## src/rtl/pe_eject_buf_pkg.sv

```systemverilog
// Shared widths, flit type codes and FSM states for the PE ejection buffer.
// Flit type sits in the top two bits of every flit.
package pe_eject_buf_pkg;

  localparam int unsigned DATAW     = 15;
  localparam int unsigned VCH       = 1;
  localparam int unsigned VCHW      = 0;
  localparam int unsigned FLIT_W    = DATAW + 1;
  localparam int unsigned NVC       = VCH + 1;
  localparam int unsigned VC_W      = VCHW + 1;
  localparam int unsigned DEPTH_DEF = 4;
  localparam int unsigned TYPE_MSB  = FLIT_W - 1;
  localparam int unsigned TYPE_LSB  = FLIT_W - 2;

  typedef enum logic [1:0] {
    FLIT_BODY   = 2'b00,
    FLIT_HEAD   = 2'b01,
    FLIT_TAIL   = 2'b10,
    FLIT_SINGLE = 2'b11
  } flit_type_e;

  typedef enum logic {
    ST_IDLE = 1'b0,
    ST_XFER = 1'b1
  } state_e;

  typedef logic [FLIT_W-1:0] flit_t;

  function automatic flit_type_e flit_type(input flit_t f);
    return flit_type_e'(f[TYPE_MSB:TYPE_LSB]);
  endfunction

  function automatic logic is_head(input flit_t f);
    return (flit_type(f) == FLIT_HEAD) || (flit_type(f) == FLIT_SINGLE);
  endfunction

  function automatic logic is_tail(input flit_t f);
    return (flit_type(f) == FLIT_TAIL) || (flit_type(f) == FLIT_SINGLE);
  endfunction

endpackage

```

## src/rtl/pe_eject_buf_if.sv

```systemverilog
// Router-side flit input, per-VC ready, and PE-side valid/ready output bundle.
// master = router/PE side driver, slave = the ejection buffer.
interface pe_eject_buf_if;
    import pe_eject_buf_pkg::*;

    logic [FLIT_W-1:0] idata;
    logic              ivalid;
    logic [VC_W-1:0]   ivch;
    logic [NVC-1:0]    ordy;
    logic [FLIT_W-1:0] odata;
    logic              ovalid;
    logic [VC_W-1:0]   ovch;
    logic              oready;
    logic              err;

    modport master (
        output idata, ivalid, ivch, oready,
        input  ordy, odata, ovalid, ovch, err
    );

    modport slave (
        input  idata, ivalid, ivch, oready,
        output ordy, odata, ovalid, ovch, err
    );

endinterface

```

## src/rtl/pe_eject_buf_fifo.sv

```systemverilog
// eject_fifo: single-VC first-word-fall-through FIFO; a push into a full FIFO
// is ignored even when a pop happens in the same cycle.
module eject_fifo #(
    parameter int unsigned DEPTH = 4,
    parameter int unsigned W     = 16
) (
    input  logic                   clk,
    input  logic                   rst_,
    input  logic                   i_push,
    input  logic [W-1:0]           i_data,
    input  logic                   i_pop,
    output logic [W-1:0]           o_data,
    output logic [$clog2(DEPTH):0] o_count,
    output logic                   o_full,
    output logic                   o_empty
);

    localparam int unsigned AW = $clog2(DEPTH);
    localparam logic [AW:0] FULL_CNT = (AW+1)'(DEPTH);

    logic [W-1:0]  r_mem [DEPTH];
    logic [AW-1:0] r_wr;
    logic [AW-1:0] r_rd;
    logic [AW:0]   r_count;
    logic          w_do_push;
    logic          w_do_pop;

    assign o_full    = (r_count == FULL_CNT);
    assign o_empty   = (r_count == '0);
    assign o_count   = r_count;
    assign o_data    = r_mem[r_rd];
    assign w_do_push = i_push && !o_full;
    assign w_do_pop  = i_pop && !o_empty;

    always_ff @(posedge clk) begin
        if (rst_) begin
            r_wr    <= '0;
            r_rd    <= '0;
            r_count <= '0;
        end else begin
            if (w_do_push) r_wr <= r_wr + 1'b1;
            if (w_do_pop)  r_rd <= r_rd + 1'b1;
            case ({w_do_push, w_do_pop})
                2'b10:   r_count <= r_count + 1'b1;
                2'b01:   r_count <= r_count - 1'b1;
                default: ;
            endcase
        end
    end

    // Storage needs no reset: the pointers and count define what is valid.
    always_ff @(posedge clk) begin
        if (w_do_push) r_mem[r_wr] <= i_data;
    end

endmodule

```

## src/rtl/pe_eject_buf.sv

```systemverilog
// pe_eject_buf: per-VC ejection FIFOs feeding the PE one whole packet at a time,
// round-robin at packet boundaries. `PE_EJECT_SAF_EN selects store-and-forward.
module pe_eject_buf
    import pe_eject_buf_pkg::*;
#(
    parameter int unsigned DEPTH = DEPTH_DEF
) (
    input logic           clk,
    input logic           rst_,
    pe_eject_buf_if.slave bus
);

    localparam int unsigned CW = $clog2(DEPTH) + 1;

    flit_t           w_front [NVC];
    logic [CW-1:0]   w_count [NVC];
    logic [NVC-1:0]  w_full;
    logic [NVC-1:0]  w_empty;
    logic [NVC-1:0]  w_push;
    logic [NVC-1:0]  w_pop;
    logic [NVC-1:0]  w_ordy;
    logic [NVC-1:0]  w_elig;
    logic [NVC-1:0]  w_junk;
    logic [NVC-1:0]  w_rot;
    logic            w_found;
    logic            w_junk_hit;
    logic [VC_W-1:0] w_win;

    state_e          r_state;
    state_e          w_state_nx;
    logic [VC_W-1:0] r_sel;
    logic [VC_W-1:0] w_sel_nx;
    logic [VC_W-1:0] r_rr;
    logic [VC_W-1:0] w_rr_nx;
    logic            r_err;
    logic            w_err_nx;
    logic            w_ovalid;
    flit_t           w_odata;
    logic [VC_W-1:0] w_ovch;

    for (genvar v = 0; v < NVC; v++) begin : g_vc
        eject_fifo #(
            .DEPTH (DEPTH),
            .W     (FLIT_W)
        ) u_fifo (
            .clk     (clk),
            .rst_    (rst_),
            .i_push  (w_push[v]),
            .i_data  (bus.idata),
            .i_pop   (w_pop[v]),
            .o_data  (w_front[v]),
            .o_count (w_count[v]),
            .o_full  (w_full[v]),
            .o_empty (w_empty[v])
        );
    end

`ifdef PE_EJECT_SAF_EN
    // Complete packets resident per VC; gates eligibility so bursts have no gaps.
    logic [CW-1:0] r_tails [NVC];

    always_ff @(posedge clk) begin
        for (int unsigned v = 0; v < NVC; v++) begin
            if (rst_) begin
                r_tails[v] <= '0;
            end else begin
                case ({w_push[v] && !w_full[v] && is_tail(bus.idata),
                       w_pop[v] && is_tail(w_front[v])})
                    2'b10:   r_tails[v] <= r_tails[v] + 1'b1;
                    2'b01:   r_tails[v] <= r_tails[v] - 1'b1;
                    default: ;
                endcase
            end
        end
    end
`endif

    always_comb begin
        w_push = '0;
        w_ordy = '0;
        w_elig = '0;
        w_junk = '0;
        for (int unsigned v = 0; v < NVC; v++) begin
            w_push[v] = bus.ivalid && (32'(bus.ivch) == v);
            w_ordy[v] = (w_count[v] < CW'(DEPTH));
            w_junk[v] = !w_empty[v] && !is_head(w_front[v]);
`ifdef PE_EJECT_SAF_EN
            w_elig[v] = !w_empty[v] && is_head(w_front[v]) && (r_tails[v] != '0);
`else
            w_elig[v] = !w_empty[v] && is_head(w_front[v]);
`endif
        end
    end

    always_ff @(posedge clk) begin
        if (rst_) begin
            r_state <= ST_IDLE;
            r_sel   <= '0;
            r_rr    <= VC_W'(VCH);
            r_err   <= 1'b0;
        end else begin
            r_state <= w_state_nx;
            r_sel   <= w_sel_nx;
            r_rr    <= w_rr_nx;
            r_err   <= w_err_nx;
        end
    end

    // Eligibility is rotated so bit 0 is the VC just after rr; the first set bit wins.
    always_comb begin
        w_state_nx = r_state;
        w_sel_nx   = r_sel;
        w_rr_nx    = r_rr;
        w_pop      = '0;
        w_err_nx   = r_err | (|(w_push & w_full));
        w_ovalid   = 1'b0;
        w_odata    = '0;
        w_ovch     = '0;
        w_found    = 1'b0;
        w_junk_hit = 1'b0;
        w_win      = '0;
        w_rot      = NVC'({w_elig, w_elig} >> (32'(r_rr) + 1));
        case (r_state)
            ST_IDLE: begin
                for (int unsigned j = 0; j < NVC; j++) begin
                    if (!w_found && w_rot[j]) begin
                        w_found = 1'b1;
                        w_win   = VC_W'((32'(r_rr) + 1 + j) % NVC);
                    end
                end
                if (w_found) begin
                    w_sel_nx   = w_win;
                    w_state_nx = ST_XFER;
                end
                for (int unsigned v = 0; v < NVC; v++) begin
                    if (!w_junk_hit && w_junk[v]) begin
                        w_junk_hit = 1'b1;
                        w_pop[v]   = 1'b1;
                        w_err_nx   = 1'b1;
                    end
                end
            end
            ST_XFER: begin
                if (!w_empty[r_sel]) begin
                    w_ovalid = 1'b1;
                    w_odata  = w_front[r_sel];
                    w_ovch   = r_sel;
                end
                if (w_ovalid && bus.oready) begin
                    w_pop[r_sel] = 1'b1;
                    if (is_tail(w_front[r_sel])) begin
                        w_rr_nx    = r_sel;
                        w_state_nx = ST_IDLE;
                    end
                end
            end
            default: w_state_nx = ST_IDLE;
        endcase
    end

    assign bus.ordy   = w_ordy;
    assign bus.ovalid = w_ovalid;
    assign bus.odata  = w_odata;
    assign bus.ovch   = w_ovch;
    assign bus.err    = r_err;

endmodule
```

## src/flat_wrapper.sv

```systemverilog
// flat-port wrapper written by rule: the top's interface ports become plain ports
module pe_eject_buf_flat import pe_eject_buf_pkg::*;
#(
    parameter int unsigned DEPTH = DEPTH_DEF
)
  (clk, rst_, bus_idata, bus_ivalid, bus_ivch, bus_oready, bus_ordy, bus_odata, bus_ovalid, bus_ovch, bus_err);
  pe_eject_buf_if bus_i ();
  input logic clk;
  input logic rst_;
  input wire logic [$bits(bus_i.idata)-1:0] bus_idata;
  input wire logic [$bits(bus_i.ivalid)-1:0] bus_ivalid;
  input wire logic [$bits(bus_i.ivch)-1:0] bus_ivch;
  input wire logic [$bits(bus_i.oready)-1:0] bus_oready;
  output wire logic [$bits(bus_i.ordy)-1:0] bus_ordy;
  output wire logic [$bits(bus_i.odata)-1:0] bus_odata;
  output wire logic [$bits(bus_i.ovalid)-1:0] bus_ovalid;
  output wire logic [$bits(bus_i.ovch)-1:0] bus_ovch;
  output wire logic [$bits(bus_i.err)-1:0] bus_err;
  assign bus_i.idata = bus_idata;
  assign bus_i.ivalid = bus_ivalid;
  assign bus_i.ivch = bus_ivch;
  assign bus_i.oready = bus_oready;
  assign bus_ordy = bus_i.ordy;
  assign bus_odata = bus_i.odata;
  assign bus_ovalid = bus_i.ovalid;
  assign bus_ovch = bus_i.ovch;
  assign bus_err = bus_i.err;
  pe_eject_buf #(.DEPTH(DEPTH)) u_core (.clk(clk), .rst_(rst_), .bus(bus_i));
endmodule
```

## config.mk

```make
export PLATFORM = sky130hd
export DESIGN_NAME = pe_eject_buf_flat
export DESIGN_NICKNAME = d
export VERILOG_FILES = /design/src/rtl/pe_eject_buf_pkg.sv /design/src/rtl/pe_eject_buf_if.sv /design/src/rtl/pe_eject_buf_fifo.sv /design/src/rtl/pe_eject_buf.sv /design/src/flat_wrapper.sv
export SDC_FILE = /design/constraint.sdc
export NUM_CORES = 1
export LEC_CHECK = 0
export CORE_MARGIN = 2
export CORE_UTILIZATION = 58
export CTS_CLUSTER_SIZE = 25
export DETAILED_ROUTE_END_ITERATION = 8
export GPL_ROUTABILITY_DRIVEN = 0
export GPL_TIMING_DRIVEN = 0
export MAX_ROUTING_LAYER = met4
export PLACE_DENSITY = 0.88
export SKIP_LAST_GASP = 1
export SLEW_MARGIN = 20
export SYNTH_ARGS = -nofsm -noshare
export SYNTH_HDL_FRONTEND = slang
export SYNTH_SLANG_ARGS = --single-unit
```

## constraint.sdc

```tcl
create_clock -name clk -period 3.4 [get_ports clk]
set_input_delay 0.68 -clock clk [delete_from_list [all_inputs] [get_ports clk]]
set_output_delay 0.68 -clock clk [all_outputs]
set_load 0.02 [all_outputs]
```

Yosys cells after proc, flatten, opt, wreduce, memory -nomap -nowiden
Memories as Yosys holds them, arrays and structs flattened. A register that Yosys moved wholly into a read port is not among the register bits.
Index checks and enable logic that the tools add are counted.
{"block": "classes", "reduce_logical": 32, "shift": 1, "n_mux": 42, "div": 0, "order_cmp": 5, "bitwise": 5, "eq_ne": 12, "addsub": 10, "mul": 0}
{"cell": "$mux 16", "count": 5}
{"cell": "$mux 1", "count": 27}
{"cell": "$logic_and 1x1->1", "count": 14}
{"cell": "$eq 2x2->1 const B", "count": 6}
{"cell": "$pmux 3 s2", "count": 2}
{"cell": "$mux 2", "count": 5}
{"cell": "$add 2x1->2 const B", "count": 4}
{"cell": "$eq 2x1->1 const B", "count": 4}
{"cell": "$logic_not 1->1", "count": 8}
{"cell": "$add 3x1->3 const B", "count": 2}
{"cell": "$eq 3x3->1 const B", "count": 2}
{"cell": "$logic_not 3->1", "count": 2}
{"cell": "$lt 3x3->1 const B", "count": 2}
{"cell": "$sub 3x1->3 const B", "count": 2}
{"cell": "$pmux 2 s2", "count": 1}
{"cell": "$reduce_bool 2->1", "count": 2}
{"cell": "$shr 4x2->2", "count": 1}
{"cell": "$logic_or 1x1->1", "count": 3}
{"cell": "$reduce_and 3->1", "count": 1}
{"cell": "$add 1x1->2 const B", "count": 1}
{"cell": "$and 2x2->2", "count": 1}
{"cell": "$ge 2x2->1 const B", "count": 1}
{"cell": "$lt 1x2->1 const B", "count": 1}
{"cell": "$not 1->1", "count": 2}
{"cell": "other kinds (8)", "count": 8}
{"block": "totals", "rom_bits": 0, "inputBits": 21, "mem_bits_rw": 128, "n_memories": 2, "latchBits": 0, "ff_bits": 18}
{"name": "u_core.g_vc[0].u_fifo.r_mem", "depth": 4, "width": 16, "read_ports": 1, "rd_clocked_by_memory_dff": 1, "write_ports": 1, "line": "pe_eject_buf_fifo.sv:21", "source": "logic [W-1:0] r_mem [DEPTH];"}
{"name": "u_core.g_vc[1].u_fifo.r_mem", "depth": 4, "width": 16, "read_ports": 1, "rd_clocked_by_memory_dff": 1, "write_ports": 1, "line": "pe_eject_buf_fifo.sv:21"}

Longest topological paths before layout
{"block": "logic_depth", "word_depth": 13, "mapped_depth": 10, "mapped_depth_nobuf": 9}

By module
A second synthesis with hierarchy kept.
{"block": "hier_totals", "cells_unflattened": 351, "area_unflattened_um2": 6182.2}
{"mod": "eject_fifo", "area_per_inst_um2": 2821.5, "seq_area_each_um2": 2102.0, "cells_per_inst": 138, "instances": 2}
{"mod": "pe_eject_buf", "area_per_inst_um2": 539.3, "seq_area_each_um2": 80.1, "cells_per_inst": 75, "instances": 1}

Least setup slack after synthesis
No wires, ideal clock.
{"block": "synth_path", "kind": "register to register", "from": "register (tool-made name)", "to": "register u_core.g_vc[1].u_fifo.r_count[2]", "arrival_ps": 2680, "n_path_buf": 1, "setup_time_ps": 71, "period_less_slack_ps": 2750, "setup_slack_ps": 650, "path_stages_with_launch": 11, "path_cell_list": "dfxtp_1 > buf_2 > mux4_2 > nor3b_2 > a22o_1 > ha_1 > inv_1 > fa_1 > xor2_1 > or3_1 > a21oi_1"}
{"element": "to (signal assigned)", "line": "pe_eject_buf_fifo.sv:44", "source": "2'b10: r_count <= r_count + 1'b1;"}
{"element": "to (signal assigned)", "line": "pe_eject_buf_fifo.sv:45", "source": "2'b01: r_count <= r_count - 1'b1;"}
{"element": "to (decl)", "line": "pe_eject_buf_fifo.sv:24", "source": "logic [AW:0] r_count;"}

Final worst setup path
{"block": "layout_path", "from": "register u_core.r_state", "to": "output port bus_odata[0]"}
{"block": "layout_between", "elab_chain_cells": 1}
{"element": "from (decl)", "line": "pe_eject_buf.sv:29", "source": "state_e r_state;"}
{"element": "from (signal assigned)", "line": "pe_eject_buf.sv:102", "source": "r_state <= w_state_nx;"}
{"element": "$mux 16", "line": "pe_eject_buf.sv:123", "source": "case (r_state)"}
{"element": "to (decl)", "line": "flat_wrapper.sv:15", "source": "output wire logic [$bits(bus_i.odata)-1:0] bus_odata;"}
No other way between the ends.

==> results.md <==
* Status: finished, final reports clean
* First-pass GRT wire length at around 21000 microns
* VDD IR max at 0.000315 V
* Seq/Total Area, Yosys at 0.707
* Crit path from: u_core.r_state
* Net Sw Frac at 0.303
* Syn Std Cell Area at 6060 sq um
* Dominant cells by area after synthesis: edfxtp_1 63%, mux4_2 11%, dfxtp_1 7.3%
* Via count of the first global-routing pass at 3682
* Synthesized Nets at between 300 and 400
* Yosys reg bits at 150
* Initial Utilization at 0.592
* Port Buffers at between 40 and 50
* Root cell of the clock tree: clkbuf_8
* Static leakage at between 2 and 2.5 nW
* Max FO, Critical Path at 10
* Critical path, cell by cell: o311a_4 > a31oi_4 > clkbuf_2 > a21oi_1 > clkdlybuf4s50_1
* Diodes inserted at 0
* DP HPWL at ~7400 microns
* Non-filler instance count after layout at roughly 560
* Share of layout cells above drive strength 1 at 0.178
* Syn Inst Count at roughly 360
* Max Root-Sink Buffers at 2
* Net switching power at between 1.5 and 2 mW
* Placed Cells at 534
* Detail Route Antenna Nets at 0
* Worst-Margin Slew at approximately 1000 ps
* Inserted Clock Buffers at 17
* Synth Flop Type: edfxtp_1
* CP top delay family: buffers and inverters
* Routed wire length at about 14000 microns
* Critical path's slowest cell: clkdlybuf4s50_1
* Clock slew at reported path FFs at approximately 70 ps
* Max-slew violations at 0
* CP peak stage delay at about 650 ps
* Core Box Area at roughly 10000 sq um
* First-pass detailed-route iteration total at 6
* Iteration-0 DRC Markers at around 420
* Critical path capture point type: output port
* Sequential share of power at 0.429
* Net count, final at approximately 450
* Die ar. at approximately 11000 sq um
* Min-Delay Path Class: reg2reg
* Final Skew at 10.6 ps
* Final period util at 0.980
* Global route overflow at 0
* PD cells at about 730 nW/um^2
* Unique masters post-synth at 44
* Tot Pwr at about 5.3 mW
* FMAX at 0.300 GHz
* Buffers & Inverters on Critical Path at 2
* Fin. Hold Viols at 0
* Die Span Y at 106 microns
* Critical Path RT at around 2700 ps
* Worst setup SP type: register
* H-tree depth at 4
* Gr usage total at 0.263
* Setup CP Type: reg2out
* Initial antenna violation count at 0
* Largest net degree at the start of global routing at 17
* Post-cts hold buffer count at 0
* Latest clock arrival within the worst-skew pair at 530 ps
* Vias at approximately 3.6k
* Ports at 42
* Max-cap violations at 0
* Routed vias/inst at approximately 6.3
* Hold Startpoint: u_core.g_vc[0].u_fifo.r_rd[1]
* WP data arrival at between 2000 and 3000 ps
* Die Wd at around 110 microns
* Min Tclk post-route at between 3000 and 4000 ps
* Slew margin rel. at 0.301
* Synth top area share at 0.635
* Warning count from the yosys run at 0
* Routed WL per cell at between 20 and 25 microns
* Area Overhead vs Synth at 19.0%
* Synth Area per Inst at around 17 sq um
* Post-synth EDFFs at 128
* Combinational power share at 0.249
* Fillcell total at approximately 600
* Synth area leader: edfxtp_1
* CTS tree: yes
* FFs w/ async S/R, synth at 0
* Final setup viols at 0
* # clock sinks at 150
* # DRC at 0
* Int Power at ~3.7 mW
* Rows at 37
* Clock power frac at 0.322
## cell usage after synthesis, types with 2 or more instances
master,n
fa_1,2
clkbuf_1,10
nor2_1,18
buf_2,3
nor3b_1,3
mux4_1,3
xor2_1,4
xnor2_1,2
a21oi_1,23
nand2_1,31
edfxtp_1,128
a31oi_1,2
a211oi_1,2
or3_1,5
mux2_1,2
and2_1,8
mux2i_1,4
nand3_1,3
o21ai_0,3
mux2_2,2
ha_1,10
dfxtp_1,22
inv_1,18
mux4_2,29
## placed cells by master (no fill, tap or decap), types with 5 or more instances in the layout
master           Yosys  routed
a21oi_1             23      23
and2_1               8       8
clkbuf_16            0      16
clkdlybuf4s50_1      0      40
dfxtp_1             22      20
edfxtp_1           128     128
ha_1                10      10
inv_1               18      18
mux4_2              29      29
nand2_1             31      31
nor2_1              18      18
or3_1                5       5
## cell families (layout without fill, tap and decap cells)
logic type | Yosys count | in the layout | share of synthesized area
xor+xnor | 6 | 6 | 0.00868
fa+ha+maj | 12 | 12 | 0.0273
mux | 40 | 40 | 0.135
compound gates | 38 | 38 | 0.0374
flops | 150 | 150 | 0.707
simple gates | 77 | 77 | 0.0614
buf+inv | 34 | 104 | 0.0229
## power groups by stage
| stage | combinational (mW) | sequential [mW] | clock, mW |
|---|---|---|---|
| global route | 1.40 | 2.27 | 1.77 |
| global placement | 1.19 | 2.23 | 0 |
| floorplan | 0.871 | 2.22 | 0 |
| detailed placement | 1.25 | 2.24 | 0 |
| finish | 1.31 | 2.26 | 1.70 |
| CTS | 1.28 | 2.24 | 1.69 |
## state kept, by name (all words and copies together) (netlist names), named ones only
name and flops:
u_core.bus.err 1, u_core.g_vc.u_fifo.o_count 6, u_core.g_vc.u_fifo.r_mem 128, u_core.g_vc.u_fifo.r_rd 4, u_core.g_vc.u_fifo.r_wr 4, u_core.r_rr 1
u_core.r_sel 1, u_core.r_state 1
## cell type report
class | count | area, sq um | area share
clock inverter | 14 | 110 | 0.0153
buffer | 11 | 72.6 | 0.0101
timing repair buffer | 42 | 420 | 0.0583
clock buffer | 18 | 418 | 0.0580
sequential | 150 | 4290 | 0.595
multi-input combinational | 173 | 1660 | 0.230
tap | 136 | 170 | 0.0236
inverter | 19 | 71.3 | 0.00989
## tightest hold or removal path: cells and delay by family (launching register included)
| family | cells | cell delay [ps] |
|---|---|---|
| flip-flops | 1 | 320 |
| AO/OA/AOI/OAI | 2 | 160 |
## worst paths after layout
check | to | slack [ps] | depth (start not counted)
max | bus_odata[0] | 70 | 5
min | register | 550 | 2
max reg2reg | u_core.g_vc[1].u_fifo.o_count[2] | 190 | 10
min reg2reg | register | 550 | 2
## metrics by stage
step | setup TNS, ps | utilization | area, sq um | hold WS (ps) | worst slack [ps]
global placement | -469 | 0.649 | 6640 | 471 | -87.8
global route | -9.19 | 0.705 | 7210 | 559 | -9.19
finish | 0 | 0.705 | 7210 | 548 | 66.3
CTS | -1.60 | 0.702 | 7190 | 535 | -1.60
detailed placement | -1540 | 0.649 | 6640 | 494 | -201
floorplan | 0 | - | 6060 | 453 | 650
## metal layers
layer / global-route usage / vias up / wire [microns]
li1: - / 1494 / -
met1: 0.336 / 1769 / 5170
met2: 0.393 / 251 / 6800
met3: 0.0766 / 50 / 1220
met4: 0.126 / 0 / 427
met5: - / - / 0
## what timing repair did
action	CTS	global route
setup buffers	1	0
gates resized for setup	10	9
pin swaps	1	0
endpoints found under the setup margin	17	12
Power figures use the tool's default switching activity.
